## src/rtl/reg_file_sb_pkg.sv

```systemverilog
// Shared constants for the scoreboarded register file: default word/address
// widths and the depth derivation used by the top and its read ports.
package reg_file_sb_pkg;

  localparam int DEF_DATA_WIDTH = 32'd16;
  localparam int DEF_ADDR_WIDTH = 32'd5;

  function automatic int reg_depth(input int addr_width);
    return int'(32'd1 << addr_width);
  endfunction

endpackage

```

## src/rtl/reg_file_rd_port.sv

```systemverilog
// One combinational read port: storage lookup, same-cycle write forwarding
// (port B over port A) and hardwired-zero handling for register 0.
module reg_file_rd_port
  import reg_file_sb_pkg::*;
#(
  parameter int DATA_WIDTH = DEF_DATA_WIDTH,
  parameter int ADDR_WIDTH = DEF_ADDR_WIDTH,
  parameter int REG_DEPTH  = reg_depth(ADDR_WIDTH),
  parameter int ZERO_REG   = 32'sd1,
  parameter int BYPASS     = 32'sd1
) (
  input  logic [ADDR_WIDTH-1:0] rd_addr,
  input  logic [DATA_WIDTH-1:0] mem [REG_DEPTH],
  input  logic [REG_DEPTH-1:0]  pend,
  input  logic                  wr_en_a,
  input  logic [ADDR_WIDTH-1:0] wr_addr_a,
  input  logic [DATA_WIDTH-1:0] wr_data_a,
  input  logic                  wr_en_b,
  input  logic [ADDR_WIDTH-1:0] wr_addr_b,
  input  logic [DATA_WIDTH-1:0] wr_data_b,
  output logic [DATA_WIDTH-1:0] rd_data,
  output logic                  rd_pend
);

  localparam bit ZERO_EN   = (ZERO_REG != 32'sd0);
  localparam bit BYPASS_EN = (BYPASS != 32'sd0);
  localparam logic [ADDR_WIDTH-1:0] ADDR_ZERO = {ADDR_WIDTH{1'b0}};

  logic [DATA_WIDTH-1:0] data_s;

  // Select read data: zero register first, then forwarded write, then storage.
  always_comb begin
    data_s = mem[rd_addr];
    if (ZERO_EN && (rd_addr == ADDR_ZERO)) begin
      data_s = {DATA_WIDTH{1'b0}};
    end else if (BYPASS_EN && wr_en_b && (wr_addr_b == rd_addr)) begin
      data_s = wr_data_b;
    end else if (BYPASS_EN && wr_en_a && (wr_addr_a == rd_addr)) begin
      data_s = wr_data_a;
    end else begin
      data_s = mem[rd_addr];
    end
  end

  assign rd_data = data_s;
  // Pending status is the registered bit only; same-edge set/clear is not forwarded.
  assign rd_pend = pend[rd_addr];

endmodule

```

## src/rtl/reg_file_sb.sv

```systemverilog
// Two-write / three-read register file with a per-register pending
// scoreboard and a registered count of outstanding producers.
module reg_file_sb
  import reg_file_sb_pkg::*;
#(
  parameter int DATA_WIDTH = DEF_DATA_WIDTH,
  parameter int ADDR_WIDTH = DEF_ADDR_WIDTH,
  parameter int ZERO_REG   = 32'sd1,
  parameter int BYPASS     = 32'sd1
) (
  input  logic                  clk,
  input  logic                  rst_n,
  input  logic [ADDR_WIDTH-1:0] rd_addr_1,
  input  logic [ADDR_WIDTH-1:0] rd_addr_2,
  input  logic [ADDR_WIDTH-1:0] rd_addr_3,
  output logic [DATA_WIDTH-1:0] rd_data_1,
  output logic [DATA_WIDTH-1:0] rd_data_2,
  output logic [DATA_WIDTH-1:0] rd_data_3,
  output logic                  rd_pend_1,
  output logic                  rd_pend_2,
  output logic                  rd_pend_3,
  input  logic                  wr_en_a,
  input  logic [ADDR_WIDTH-1:0] wr_addr_a,
  input  logic [DATA_WIDTH-1:0] wr_data_a,
  input  logic                  wr_en_b,
  input  logic [ADDR_WIDTH-1:0] wr_addr_b,
  input  logic [DATA_WIDTH-1:0] wr_data_b,
  input  logic                  sb_set_en,
  input  logic [ADDR_WIDTH-1:0] sb_set_addr,
  output logic [ADDR_WIDTH:0]   pend_count
);

  localparam int REG_DEPTH = reg_depth(ADDR_WIDTH);
  localparam bit ZERO_EN   = (ZERO_REG != 32'sd0);
  localparam logic [ADDR_WIDTH-1:0] ADDR_ZERO = {ADDR_WIDTH{1'b0}};

  logic [DATA_WIDTH-1:0] mem_r [REG_DEPTH];
  logic [REG_DEPTH-1:0]  pend_r;
  logic [REG_DEPTH-1:0]  pend_nxt_s;
  logic [ADDR_WIDTH:0]   pend_count_r;
  logic [ADDR_WIDTH:0]   count_nxt_s;
  logic                  wr_ok_a_s;
  logic                  wr_ok_b_s;
  logic                  set_ok_s;

  function automatic logic [ADDR_WIDTH:0] popcount(input logic [REG_DEPTH-1:0] v);
    logic [ADDR_WIDTH:0] c;
    c = {(ADDR_WIDTH+1){1'b0}};
    for (int i = 0; i < REG_DEPTH; i++) begin
      c = c + {{ADDR_WIDTH{1'b0}}, v[i]};
    end
    return c;
  endfunction

  // Qualified requests; gating with rst_n keeps forwarding quiet while in reset.
  assign wr_ok_a_s = rst_n && wr_en_a && !(ZERO_EN && (wr_addr_a == ADDR_ZERO));
  assign wr_ok_b_s = rst_n && wr_en_b && !(ZERO_EN && (wr_addr_b == ADDR_ZERO));
  assign set_ok_s  = rst_n && sb_set_en && !(ZERO_EN && (sb_set_addr == ADDR_ZERO));

  // Next pending bits: a set beats a same-edge clear from either write port.
  always_comb begin
    pend_nxt_s = pend_r;
    for (int i = 0; i < REG_DEPTH; i++) begin
      pend_nxt_s[i] = (set_ok_s && (sb_set_addr == ADDR_WIDTH'(i))) ||
                      (pend_r[i] &&
                       !(wr_ok_a_s && (wr_addr_a == ADDR_WIDTH'(i))) &&
                       !(wr_ok_b_s && (wr_addr_b == ADDR_WIDTH'(i))));
    end
    count_nxt_s = popcount(pend_nxt_s);
  end

  // Storage array; port B is written last so it wins an address collision.
  always_ff @(posedge clk or negedge rst_n) begin
    if (!rst_n) begin
      for (int i = 0; i < REG_DEPTH; i++) begin
        mem_r[i] <= {DATA_WIDTH{1'b0}};
      end
    end else begin
      if (wr_ok_a_s) begin
        mem_r[wr_addr_a] <= wr_data_a;
      end
      if (wr_ok_b_s) begin
        mem_r[wr_addr_b] <= wr_data_b;
      end
    end
  end

  // Scoreboard bits and their registered population count.
  always_ff @(posedge clk or negedge rst_n) begin
    if (!rst_n) begin
      pend_r       <= {REG_DEPTH{1'b0}};
      pend_count_r <= {(ADDR_WIDTH+1){1'b0}};
    end else begin
      pend_r       <= pend_nxt_s;
      pend_count_r <= count_nxt_s;
    end
  end

  assign pend_count = pend_count_r;

  reg_file_rd_port #(
    .DATA_WIDTH(DATA_WIDTH), .ADDR_WIDTH(ADDR_WIDTH), .REG_DEPTH(REG_DEPTH),
    .ZERO_REG(ZERO_REG), .BYPASS(BYPASS)
  ) u_rd_1 (
    .rd_addr(rd_addr_1), .mem(mem_r), .pend(pend_r),
    .wr_en_a(wr_ok_a_s), .wr_addr_a(wr_addr_a), .wr_data_a(wr_data_a),
    .wr_en_b(wr_ok_b_s), .wr_addr_b(wr_addr_b), .wr_data_b(wr_data_b),
    .rd_data(rd_data_1), .rd_pend(rd_pend_1)
  );

  reg_file_rd_port #(
    .DATA_WIDTH(DATA_WIDTH), .ADDR_WIDTH(ADDR_WIDTH), .REG_DEPTH(REG_DEPTH),
    .ZERO_REG(ZERO_REG), .BYPASS(BYPASS)
  ) u_rd_2 (
    .rd_addr(rd_addr_2), .mem(mem_r), .pend(pend_r),
    .wr_en_a(wr_ok_a_s), .wr_addr_a(wr_addr_a), .wr_data_a(wr_data_a),
    .wr_en_b(wr_ok_b_s), .wr_addr_b(wr_addr_b), .wr_data_b(wr_data_b),
    .rd_data(rd_data_2), .rd_pend(rd_pend_2)
  );

  reg_file_rd_port #(
    .DATA_WIDTH(DATA_WIDTH), .ADDR_WIDTH(ADDR_WIDTH), .REG_DEPTH(REG_DEPTH),
    .ZERO_REG(ZERO_REG), .BYPASS(BYPASS)
  ) u_rd_3 (
    .rd_addr(rd_addr_3), .mem(mem_r), .pend(pend_r),
    .wr_en_a(wr_ok_a_s), .wr_addr_a(wr_addr_a), .wr_data_a(wr_data_a),
    .wr_en_b(wr_ok_b_s), .wr_addr_b(wr_addr_b), .wr_data_b(wr_data_b),
    .rd_data(rd_data_3), .rd_pend(rd_pend_3)
  );

endmodule
```

## config.mk

```make
export PLATFORM = sky130hd
export DESIGN_NAME = reg_file_sb
export DESIGN_NICKNAME = d
export VERILOG_FILES = /design/src/rtl/reg_file_sb_pkg.sv /design/src/rtl/reg_file_rd_port.sv /design/src/rtl/reg_file_sb.sv
export SDC_FILE = /design/constraint.sdc
export NUM_CORES = 2
export LEC_CHECK = 0
export CELL_PAD_IN_SITES_DETAIL_PLACEMENT = 1
export CELL_PAD_IN_SITES_GLOBAL_PLACEMENT = 2
export CORE_UTILIZATION = 41
export DETAILED_ROUTE_END_ITERATION = 7
export GPL_TIMING_DRIVEN = 0
export PLACE_DENSITY = 0.81
export SYNTH_ARGS = -nofsm -noshare
export SYNTH_HDL_FRONTEND = slang
export SYNTH_HIERARCHICAL = 1
export SYNTH_SLANG_ARGS = --single-unit
```

## constraint.sdc

```tcl
create_clock -name clk -period 6.05 [get_ports clk]
set_clock_uncertainty 0.1 [all_clocks]
set_input_delay 1.21 -clock clk [delete_from_list [all_inputs] [get_ports clk]]
set_output_delay 1.21 -clock clk [all_outputs]
set_load 0.01 [all_outputs]
```

# After elaboration in Yosys (flattened, before gate mapping)
# Index checks and enable logic that the tools add are counted.
totals:
  reg_bits: 550
  word_cells: 490
op_classes:
  bitwise_logic: 5
  n_addsub: 31
  magnitude_cmp: 10
  reduce_logical: 279
  n_mux: 32
  n_eq_ne: 99
op_table:
  columns: ["operator", "n"]
  rows:
  - ["$bwmux W512", 2]
  - ["$mux W512", 2]
  - ["$mux W16", 17]
  - ["$bmux W16 S5", 3]
  - ["$eq A5 B5 Y1 const B", 48]
  - ["$logic_and A1 B1 Y1", 174]
  - ["$demux W16 S5", 2]
  - ["$add A6 B1 Y6", 26]
  - ["$eq A5 B4 Y1 const B", 24]
  - ["$logic_not A1 Y1", 67]
  - ["$eq A5 B3 Y1 const B", 12]
  - ["$logic_or A1 B1 Y1", 32]
  - ["$eq A5 B2 Y1 const B", 6]
  - ["$eq A5 B5 Y1", 6]
  - ["$ge A6 B6 Y1 const B", 5]
  - ["$logic_not A5 Y1", 6]
  - ["$not A5 Y6", 5]
  - ["$lt A5 B6 Y1 const B", 3]
  - ["$bmux W1 S5", 3]
  - ["$eq A5 B1 Y1 const B", 3]
  - ["$lt A6 B1 Y1 const B", 2]
  - ["$add A5 B1 Y6", 1]
  - ["$add A4 B1 Y5", 1]
  - ["$add A3 B1 Y4", 1]
  - ["other kinds (3)", 5]

# Logic depth before layout (Yosys ltp)
logic_depth:
  ltp_word: 39
  ltp_mapped: 20
  ltp_nobuf: 18

# Hierarchy
# The synthesis kept the hierarchy.
by_module_without_submodules:
  columns: ["module", "cells_each", "area_each_um2", "n_inst"]
  rows:
  - ["reg_file_sb", 2854, 26016.2, 1]
  - ["reg_file_rd_port", 523, 5067.4, 3]

# Worst setup path after synthesis
# Ideal clock, no wire load.
synth_timing:
  path_type: "input -> register"
  startpoint: "input port wr_addr_a[3]"
  endpoint: "register pend_count_r[4], in the netlist pend_count[4]"
  path_buffers: 2
  setup_time_ns: 0.080
  arrival_time_ns: 6.461
  path_slack_ns: -0.591
  path_stages: 20
  cell_sequence: "or3_1 buf_2 or3_1 buf_2 a32o_1 inv_2 fa_1 inv_1 fa_1 fa_1 fa_1 fa_1 inv_1 fa_1 inv_1 ha_1 fa_1 a21o_1 a21oi_1 xnor2_1"
synth_between:
  elab_chain_cells: 39
  word_cells_on_any_way: 225
synth_lines:
  columns: ["element", "line_no", "source"]
  rows:
  - ["from (decl)", "reg_file_sb.sv:23", "input logic [ADDR_WIDTH-1:0] wr_addr_a,"]
  - ["$logic_not A5 Y1", "reg_file_sb.sv:56", "assign wr_ok_a_s = rst_n && wr_en_a && !(ZERO_EN && (wr_addr_a == ADDR_ZERO));"]
  - ["$logic_not A1 Y1", "reg_file_sb.sv:56", null]
  - ["$logic_and A1 B1 Y1", "reg_file_sb.sv:56", null]
  - ["$logic_and A1 B1 Y1 (*)", "reg_file_sb.sv:66", "!(wr_ok_a_s && (wr_addr_a == ADDR_WIDTH'(i))) &&"]
  - ["$logic_not A1 Y1 (*)", "reg_file_sb.sv:66", null]
  - ["$logic_and A1 B1 Y1 (*)", "reg_file_sb.sv:65", "(pend_r[i] &&"]
  - ["$logic_and A1 B1 Y1 (*)", "reg_file_sb.sv:66", null]
  - ["$logic_or A1 B1 Y1 (*)", "reg_file_sb.sv:64", "pend_nxt_s[i] = (set_ok_s && (sb_set_addr == ADDR_WIDTH'(i))) ||"]
  - ["named net pend_nxt_s[1]", "reg_file_sb.sv:39", "logic [REG_DEPTH-1:0] pend_nxt_s;"]
  - ["$add A1 B1 Y2 (*)", "reg_file_sb.sv:50", "c = c + {{ADDR_WIDTH{1'b0}}, v[i]};"]
  - ["$add A2 B1 Y3 (*)", "reg_file_sb.sv:50", null]
  - ["$add A3 B1 Y4 (*)", "reg_file_sb.sv:50", null]
  - ["$add A4 B1 Y5 (*)", "reg_file_sb.sv:50", null]
  - ["$add A5 B1 Y6 (*)", "reg_file_sb.sv:50", null]
  - ["$add A6 B1 Y6 (*) (26 in a row)", "reg_file_sb.sv:50", null]
  - ["named net count_nxt_s[4]", "reg_file_sb.sv:41", "logic [ADDR_WIDTH:0] count_nxt_s;"]
  - ["to (signal assigned)", "reg_file_sb.sv:92", "pend_count_r <= {(ADDR_WIDTH+1){1'b0}};"]
  - ["to (signal assigned)", "reg_file_sb.sv:95", "pend_count_r <= count_nxt_s;"]
  - ["to (decl)", "reg_file_sb.sv:40", "logic [ADDR_WIDTH:0] pend_count_r;"]
# Mark *: on every way through the listed nets, which the timed path passes. The rest lies on a longest branch.

# Worst setup path after layout
layout_timing:
  startpoint: "input port rst_n"
  endpoint: "register pend_count_r[4], in the netlist pend_count[4]"
layout_between:
  elab_chain_cells: 38
  word_cells_on_any_way: 293
layout_lines:
  columns: ["element", "line_no", "source"]
  rows:
  - ["from (decl)", "reg_file_sb.sv:12", "input logic rst_n,"]
  - ["$logic_and A1 B1 Y1 (2 in a row)", "reg_file_sb.sv:56", null]
  - ["$logic_and A1 B1 Y1", "reg_file_sb.sv:66", null]
  - ["$logic_not A1 Y1", "reg_file_sb.sv:66", null]
  - ["$logic_and A1 B1 Y1", "reg_file_sb.sv:65", null]
  - ["$logic_and A1 B1 Y1", "reg_file_sb.sv:66", null]
  - ["$logic_or A1 B1 Y1 (*)", "reg_file_sb.sv:64", null]
  - ["named net pend_nxt_s[1]", "reg_file_sb.sv:39", null]
  - ["$add A1 B1 Y2 (*)", "reg_file_sb.sv:50", null]
  - ["$add A2 B1 Y3 (*)", "reg_file_sb.sv:50", null]
  - ["$add A3 B1 Y4 (*)", "reg_file_sb.sv:50", null]
  - ["$add A4 B1 Y5 (*)", "reg_file_sb.sv:50", null]
  - ["$add A5 B1 Y6 (*)", "reg_file_sb.sv:50", null]
  - ["$add A6 B1 Y6 (*) (26 in a row)", "reg_file_sb.sv:50", null]
  - ["named net count_nxt_s[4]", "reg_file_sb.sv:41", null]
# Marks and branches as above.

==> out/results.tsv <==
metric	value	unit
grt_max_degree	109	
dieArea	101800	sq um
place_area	44220	sq um
area_growth	18.84	%
p_sw	6.935	mW
max_stage_delay	0.60	ns
synth-async-reset-ratio	100.0	%
drt-initial-drc-count	7172	
regArea	13760	sq um
path_class	primary input to flop	
gp_congestion	1.086	
cts_tree	built	
rr_startpoint	pend_r[11]	
ys_seq_elements	550	
vias_per_cell	7.535	
antenna_found_initial	14	
min_path_type	primary input to async pin	
drc	4	
ctsRootBufferMaster	clkbuf_16	
p_int	10.22	mW
r2r_slack	0.69	ns
status	finished with violations	
worst_setup_path_end_kind	flop	
h-tree-depth	3	
critPathMostFrequentCell	fa_2	
switching_share	40.42	%
nets	4780	
crit_chain	buf_16 > buf_12 > nand4b_4 > or3_4 > a32o_2 > inv_2 > fa_1 > inv_2 > fa_2 > fa_1 > fa_2 > fa_1 > inv_1 > fa_2 > inv_2 > ha_4 > fa_2 > a21o_1 > a21oi_2 > xnor2_1	
startpoint_type	primary input	
p_comb_share	39.4	%
critPathBufInv	6	
ios	124	
post-route-util	49.48	%
syn_area_per_cell	9.319	sq um
required	6.54	ns
fin_cells	6035	
reg2regPathDepth	15	
wl	282900	um
max-cap-violations	5	
r2r_end	pend_count[4]	
synth.distinct_cells	68	
detail-route-antenna-nets	0	
leakage	20.67	nW
path_max_fanout	8	
p_seq_share	34.3	%
post-route-period-util	105.7	%
postCtsHoldBufs	0	
tightest_slew	1.680	ns
numCtsBuffers	72	
slew-limit-headroom	-12.01	%
critPathSlowestCell	fa_1	
first_global_vias	44220	
synth_edf_count	0	
ir_drop	1.020	mV
cts.sinks	550	
finalCriticalPeriod	6.393	ns
die_h	319.1	um
violations	DRC, capacitance limit, slew limit, setup timing	
die_w	319.1	um
p_per_area	350.3	nW/um^2
grt_usage	54.77	%
multiInputGateArea	26190	sq um
fillers	11070	
cts_buffer_depth	3	
rows	115	
placed_cells	5831	
p_clk_share	26.3	%
cp_top_family	adder cells	
dp_slack	-3.370	ns
place_hpwl	211500	um
report.final.slew_viol_count	36	
setup_violations	50	
layout-drive-gt1-share	20.60	%
synth_flop_cell	dfrtp_1	
yosysWarnings	6	
grt_pass1_wl	378500	um
overflow	0	
syn_inst	4423	
port_buffers	114	
first_pass_iters	8	
core-area	98990	sq um
syn_nets	4521	
timing.fmax	0.1564	GHz
clock_latency	0.67	ns
wl_per_cell	46.88	um
num_vias	45480	
hold_viol_final	0	
design_area	48980	sq um
start_util	41.64	%
power.total	17.16	mW
rsz0062_at_grt	true	
synthesis.area	41220	sq um
clkTransAtPathRegs	0.06	ns
cp_data_arrival_time	6.88	ns
ys_seq_area_share	33.39	%
setup_slack	-0.3426	ns
[area by class of cell]
cell class	instances	area share, %
diodes	16	0.08174
multi-input cells	3291	53.47
inverters	105	0.8251
flip-flops and latches	550	28.10
plain buffers	463	4.833
well taps	1287	3.288
repair buffers	199	4.626
clock buffers	108	4.414
clock inverters	16	0.3627
[cells in the mapped netlist, types with 9 or more instances]
cell	number	share of area [%]
a32o_1	17	0.41
fa_1	24	1.2
a32oi_1	12	0.25
o32ai_1	30	0.64
mux4_2	261	14
mux2i_1	426	10
a2111oi_0	18	0.38
nand2_2	10	0.15
nor3_1	60	0.73
buf_2	109	1.3
a211oi_1	42	0.76
xnor2_1	26	0.55
o21ai_0	104	1.3
nor2b_1	61	0.93
or3_1	11	0.17
nand2_1	763	6.9
clkbuf_1	301	2.7
a22oi_1	35	0.64
a211o_1	9	0.19
nor2_1	433	3.9
o21ai_1	12	0.15
inv_1	101	0.92
o22ai_1	63	0.96
dfrtp_1	550	33
nor4_1	28	0.42
nand3b_1	13	0.24
buf_1	9	0.082
mux2_2	99	2.7
a21oi_1	161	2.0
nand3_1	11	0.13
buf_6	14	0.38
a31oi_1	310	4.7
and2_1	14	0.21
nand4_1	9	0.14
a221oi_1	27	0.57
a22o_1	39	0.83
buf_4	38	0.69
or3b_2	12	0.25
nand2b_1	12	0.18
o221ai_1	54	1.1
[state kept, by name (all words and copies together) (netlist names)]
name / count
mem_r: 512
pend_r: 32
pend_count: 6
[per-layer routing]
| metal | GRT usage (%) | vias to the layer above | share of wire (%) |
|---|---|---|---|
| met3 | 23.50 | 1377 | 15 |
| li1 | - | 16750 | - |
| met1 | 66.88 | 23000 | 36 |
| met5 | 0.1418 | - | 0.018 |
| met2 | 74.08 | 4339 | 39 |
| met4 | 45.67 | 6 | 11 |
[cell families after synthesis]
| group | share of synthesized area [%] |
|---|---|
| xor+xnor | 0.7012 |
| flops | 33.39 |
| buf+inv | 6.323 |
| mux | 27.31 |
| compound gates | 14.97 |
| fa+ha+maj | 1.378 |
| simple gates | 15.92 |
[timing repair]
item,4_1_cts,5_1_grt
buffers inserted,42,27
endpoints found under the setup margin,57,53
cloned,10,1
pin swaps,25,25
gates resized for setup,330,84
[metrics by stage]
| step | setup TNS, ns | hold WS, ns |
|---|---|---|
| 2_1_floorplan | -1.315 | 0.3489 |
| 3_3_place_gp | - | 0.3730 |
| 3_5_place_dp | -80.72 | 0.3883 |
| 4_1_cts | -0.8021 | 0.3649 |
| 5_1_grt | -1.574 | 0.3755 |
| 6_report | -6.888 | 0.3849 |
[worst max path at each step]
stage / start / endpoint / slack [ns] / cells after the start
after floorplan: wr_addr_a[3] / pend_count[4] / -0.41 / 20
after global placement: rst_n / pend_count[4] / -24.66 / 20
after CTS: rst_n / pend_count[4] / -0.31 / 23
after global routing: rst_n / pend_count[4] / -0.46 / 20
after detailed placement: rst_n / pend_count[4] / -3.37 / 23
final: rst_n / pend_count[4] / -0.34 / 20
[layout by cell type, fill, tap and decap left out, types with 89 or more instances in the layout]
cell / instances
buf_2: 89
nand2_1: 735
mux2_2: 99
clkdlybuf4s50_1: 97
dfrtp_1: 550
a31oi_1: 307
mux4_2: 261
buf_4: 104
nor2_1: 430
inv_1: 95
a21oi_1: 157
clkbuf_1: 277
o21ai_0: 104
mux2i_1: 426
[power groups by stage]
| stage | registers, mW | clock network, mW | logic [mW] |
|---|---|---|---|
| 4_1_cts | 5.79 | 4.48 | 6.32 |
| 2_1_floorplan | 5.25 | 0 | 3.85 |
| 3_5_place_dp | 5.83 | 0 | 5.96 |
| 3_3_place_gp | 5.77 | 0 | 5.79 |
| 6_report | 5.88 | 4.52 | 6.76 |
| 5_1_grt | 5.92 | 4.60 | 7.03 |
Power figures use the tool's default switching activity.
